### config.mk
export PLATFORM = sky130hd
export DESIGN_NAME = regwrite_arbiter
export DESIGN_NICKNAME = d
export VERILOG_FILES = /design/src/rtl/regwrite_pkg.sv /design/src/rtl/mux5bit2to1.sv /design/src/rtl/regwrite_arbiter_rr_arb2.sv /design/src/rtl/regwrite_arbiter.sv
export SDC_FILE = /design/constraint.sdc
export NUM_CORES = 1
export LEC_CHECK = 0
export CAP_MARGIN = 10
export CORE_UTILIZATION = 30
export CTS_CLUSTER_DIAMETER = 40
export DETAILED_ROUTE_END_ITERATION = 8
export PLACE_DENSITY = 0.68
export SYNTH_ARGS = -nofsm -noshare
export SYNTH_HDL_FRONTEND = slang
export SYNTH_SLANG_ARGS = --single-unit
### constraint.sdc
create_clock -name clk -period 2.37 [get_ports clk]
set_input_delay 0.474 -clock clk [delete_from_list [all_inputs] [get_ports clk]]
set_output_delay 0.474 -clock clk [all_outputs]
set_load 0.01 [all_outputs]
### src/rtl/regwrite_pkg.sv
// Shared types and defaults for the register-file writeback arbiter.
package regwrite_pkg;

   localparam int WB_ADDR_W = 5;
   localparam int WB_DATA_W = 32;
   localparam int WB_CNT_W  = 8;

   localparam logic [WB_ADDR_W-1:0] ZERO_REG = '0;

   typedef enum logic {
      IDLE = 1'b0,
      PEND = 1'b1
   } wr_state_t;

   typedef struct packed {
      logic [WB_ADDR_W-1:0] addr;
      logic [WB_DATA_W-1:0] data;
   } wb_req_t;

endpackage

### src/rtl/mux5bit2to1.sv
// 5-bit 2:1 destination-register mux: op=0 selects a, op=1 selects b.
module Mux5Bit2To1 (
   input  logic [4:0] a,
   input  logic [4:0] b,
   input  logic       op,
   output logic [4:0] y
);

   assign y = op ? b : a;

endmodule

### src/rtl/regwrite_arbiter_rr_arb2.sv
// Two-way round-robin arbiter; on a tie the requester that did not win last time is granted.
module rr_arb2 (
   input  logic       clk,
   input  logic       reset,
   input  logic       enable,
   input  logic [1:0] valid,
   output logic [1:0] grant,
   output logic       gnt_idx
);

   logic last_grant;

   // NOTE: every always_comb output gets a default first so no path leaves it unassigned (no latch).
   always_comb begin
      grant = 2'b00;
      if (enable) begin
         if (valid == 2'b11)
            grant = last_grant ? 2'b01 : 2'b10;
         else
            grant = valid;
      end
   end

   assign gnt_idx = grant[1];

   // NOTE: state registers use non-blocking assignment so all flops update together at the edge.
   always_ff @(posedge clk) begin
      if (reset)
         last_grant <= 1'b1;
      else if (|grant)
         last_grant <= gnt_idx;
   end

endmodule

### src/rtl/regwrite_arbiter.sv
// Arbitrates ALU and load writebacks onto the single register-file write port.
module regwrite_arbiter
   import regwrite_pkg::*;
#(
   parameter int ADDR_W = WB_ADDR_W,
   parameter int DATA_W = WB_DATA_W,
   parameter int CNT_W  = WB_CNT_W
) (
   input  logic              clk,
   input  logic              reset,
   input  logic              req0_valid,
   input  logic [ADDR_W-1:0] req0_addr,
   input  logic [DATA_W-1:0] req0_data,
   output logic              req0_ready,
   input  logic              req1_valid,
   input  logic [ADDR_W-1:0] req1_addr,
   input  logic [DATA_W-1:0] req1_data,
   output logic              req1_ready,
   output logic              mux_op,
   output logic              wr_valid,
   output logic [ADDR_W-1:0] wr_addr,
   output logic [DATA_W-1:0] wr_data,
   input  logic              wr_ready,
   output logic [CNT_W-1:0]  conflict_cnt
);

   wr_state_t         state;
   logic              can_accept;
   logic [1:0]        grant;
   logic              gnt_idx;
   logic              any_grant;
   logic              mux_op_q;
   logic [ADDR_W-1:0] sel_addr;
   logic [DATA_W-1:0] sel_data;
   logic              do_write;

   // A write slot frees up in the same cycle the regfile drains it, giving back-to-back writes.
   assign can_accept = (state == IDLE) || wr_ready;

   rr_arb2 u_arb (
      .clk     (clk),
      .reset   (reset),
      .enable  (can_accept && !reset),
      .valid   ({req1_valid, req0_valid}),
      .grant   (grant),
      .gnt_idx (gnt_idx)
   );

   assign any_grant  = |grant;
   assign req0_ready = grant[0];
   assign req1_ready = grant[1];
   assign mux_op     = any_grant ? gnt_idx : mux_op_q;

   Mux5Bit2To1 u_dst_mux (
      .a  (req0_addr),
      .b  (req1_addr),
      .op (mux_op),
      .y  (sel_addr)
   );

   assign sel_data = gnt_idx ? req1_data : req0_data;
   // Writes to $zero are consumed but never reach the regfile.
   assign do_write = any_grant && (sel_addr != ZERO_REG);
   assign wr_valid = (state == PEND);

   always_ff @(posedge clk) begin
      if (reset) begin
         state        <= IDLE;
         wr_addr      <= '0;
         wr_data      <= '0;
         mux_op_q     <= 1'b0;
         conflict_cnt <= '0;
      end else begin
         if (do_write) begin
            state   <= PEND;
            wr_addr <= sel_addr;
            wr_data <= sel_data;
         end else if ((state == PEND) && wr_ready) begin
            state <= IDLE;
         end
         if (any_grant)
            mux_op_q <= gnt_idx;
         if (req0_valid && req1_valid && (conflict_cnt != {CNT_W{1'b1}}))
            conflict_cnt <= conflict_cnt + 1'b1;
      end
   end

endmodule

==> results.sh <==
export IMPL_seq_area_frac_synth_pct=40.48
export IMPL_slowest_delay_ps=480
export IMPL_setup_violations=0
export IMPL_async_reset_ff_share_pct=0
export IMPL_cp_num_buf_inv=3
export IMPL_synthFlopType="dfxtp_1"
export IMPL_utilization_pct=51.19
export IMPL_pwr_share_clk_pct=24.9
export IMPL_gr_usage_met2_pct=27.90
export IMPL_internal_power_uw=1474
export IMPL_synth_edf_count=0
export IMPL_grt_busiest_layer="met2"
export IMPL_path_delay_family="buffers and inverters"
export IMPL_slowest_stage="clkdlybuf4s50_1"
export IMPL_initial_core_util_pct=30.88
export IMPL_worst_clock_skew_ps=5.719
export IMPL_gp_congestion=0.7781
export IMPL_synth_fp_nets=325
export IMPL_totalWireLength_microns=6624
export IMPL_crit_path_max_fanout=4
export IMPL_cp_required_ps=1900
export IMPL_hold_violations=0
export IMPL_critPathLaunchType="primary input"
export IMPL_antenna_found_initial=0
export IMPL_clk_latency_ps=290
export IMPL_status="finished clean"
export IMPL_synth_top_area_cell="dfxtp_1"
export IMPL_numCtsBuffers=5
export IMPL_fin_setup_tns_ps=0
export IMPL_power_density_mw_per_mm2=514.8
export IMPL_num_rows=32
export IMPL_worst_ep_arrival_time_ps=1880
export IMPL_maxSlewViolCount=0
export IMPL_hp_class="flop to flop"
export IMPL_path_clk_slew_ps=90
export IMPL_initialDrtViolationCount=52
export IMPL_nets=457
export IMPL_post_route_min_period_ps=2354
export IMPL_dp_hpwl_microns=4805
export IMPL_cts_sinks=48
export IMPL_worstPathCellList="clkdlybuf4s50_1 -> nand2b_1 -> nand4b_1 -> buf_4 -> a21o_1 -> clkdlybuf4s15_1"
export IMPL_ir_worst_vdd_mv=0.2146
export IMPL_cts_tree="built"
export IMPL_final_cell_mix="clkdlybuf4s50_1 (123), dfxtp_1 (48), inv_1 (35), o22ai_1 (34), a221oi_2 (30)"
export IMPL_io_pins=128
export IMPL_portBuffers=127
export IMPL_synth_area_leaders="dfxtp_1 (40%), a221oi_2 (18%), o22ai_1 (9.0%), inv_1 (5.7%), nor2_1 (2.4%)"
export IMPL_crit_path_end_kind="output pin"
export IMPL_p_comb_share_pct=30.1
export IMPL_grt_start_max_net_pins=41
export IMPL_path_class="primary input to output pin"
export IMPL_dieArea_sq_mm=0.008272
export IMPL_syn_area_per_cell_sq_um=9.688
export IMPL_synth_seq_cells=48
export IMPL_seq_power_share_pct=45.1
export IMPL_grt_total_usage_pct=15.71
export IMPL_worst_slew_pin_slew_ps=730.4
export IMPL_use_met3_pct=2.680
export IMPL_ys_warn_count=0
export IMPL_synth_cells=245
export IMPL_maxSlewHeadroom_pct=51.09
export IMPL_vias=2344
export IMPL_dieHeight_microns=90.95
export IMPL_wl_per_cell_microns=13.80
export IMPL_grt_first_pass_wirelength_microns=10600
export IMPL_root_buffer="clkbuf_8"
export IMPL_yosysTopAreaCellShare_pct=40.48
export IMPL_fmax_mhz=424.9
export IMPL_seq_area_sq_um=960.9
export IMPL_grtUsageMet1_pct=19.48
export IMPL_drive_gt1_share_pct=17.99
export IMPL_viasPerCell=4.883
export IMPL_overflow=0
export IMPL_multi_input_area_sq_mm=0.001171
export IMPL_layout_setup_ws_ps=16.49
export IMPL_core_area_sq_mm=0.007687
export IMPL_period_share_pct=99.30
export IMPL_ys_types=39
export IMPL_diodes=0
export IMPL_switchingPower_uw=552.0
export IMPL_syn_to_final_growth_pct=65.79
export IMPL_die_w_microns=90.95
export IMPL_clockBufferDepth=2
export IMPL_switching_share_pct=27.25
export IMPL_place_ws_ps=-136.1
export IMPL_fillers=737
export IMPL_power_total_uw=2026
export IMPL_synth_area_sq_mm=0.002374
export IMPL_drc_errors=0
export IMPL_grt_pass1_vias=2274
export IMPL_layout_commonest_cell="clkdlybuf4s50_1"
export IMPL_htreeDepth=2
export IMPL_maxCapViolCount=0
export IMPL_p_leak_uw=0.001397
export IMPL_antenna_left=0
export IMPL_first_pass_iters=4
[routing by layer]
layer	share of wire (%)	wire, microns
met4	1.0	69
met2	51	3349
met3	4.0	267
met1	44	2937
met5	0	0
[through the flow]
stage	instances	area (sq um)	hold slack (ps)
after detailed placement	466	3775	452.7
final	480	3935	464.1
after floorplan	245	2374	487.0
after global placement	466	3775	447.3
after CTS	478	3902	468.2
after global routing	480	3935	482.1
[cells by family after synthesis]
logic type | share of synthesized area, %
AOI/OAI and AO/OA | 33.42
buffers and inverters | 11.07
DFF | 40.48
and+or+nand+nor | 9.226
xor gates and xnor gates | 2.214
muxes | 3.057
adders and majority gates | 0.5271
[sequential cells by signal (all words and copies together), names as in the netlist]
| register | cells |
|---|---|
| mux_op_q | 1 |
| wr_valid | 1 |
| u_arb.last_grant | 1 |
| conflict_cnt | 8 |
| wr_data | 32 |
| wr_addr | 5 |
[synthesized netlist by cell type, drive strengths merged (2+ instances only)]
cell and n:
or3 3, inv 37, buf 12, nor2 15
a21o 2, clkbuf 10, nand2 2, mux2i 6
a221oi 34, o21ai 3, dfxtp 48, nand2b 6
nand3 4, a21oi 5, nor3 6, o22ai 34
xnor2 5, a211o 2
[area by class of cell]
type	count	area share, %
clock buffers	7	2.194
clock inverters	1	0.1908
inverters	37	3.529
multi-input cells	138	29.76
flip-flops and latches	48	24.42
well taps	102	3.243
repair buffers	147	36.66
[path summary, 6_finish.rpt]
path,start,end,slack [ps],cells after the start
setup / recovery,req1_valid,mux_op,20,6
hold / removal,wr_data[6],wr_data[6],460,2
setup reg to reg,u_arb.last_grant,wr_data[12],280,8
hold reg to reg,wr_data[6],wr_data[6],460,2
[worst reg2reg max path: cells and delay by family (launching register included)]
kind,cells,cell delay (ps)
DFF,1,400
AOI/OAI and AO/OA,2,590
buffers and inverters,4,690
and+or+nand+nor,2,330
[power groups by stage]
| stage | combinational (uW) | clock, uW | sequential [uW] |
|---|---|---|---|
| after floorplan | 239 | 0 | 961 |
| after global placement | 592 | 0 | 930 |
| after detailed placement | 597 | 0 | 931 |
| after CTS | 604 | 526 | 915 |
| after global routing | 651 | 551 | 923 |
| final | 609 | 504 | 913 |
[what timing repair did]
action | in CTS | in global routing
setup buffers | 4 | 2
pin swaps | 2 | 1
endpoints found under the setup margin | 3 | 1
resized for setup | 5 | 4
hold buffers | 0 | 0
hold endpoints to repair | 0 | 0
Power figures use the tool's default switching activity.
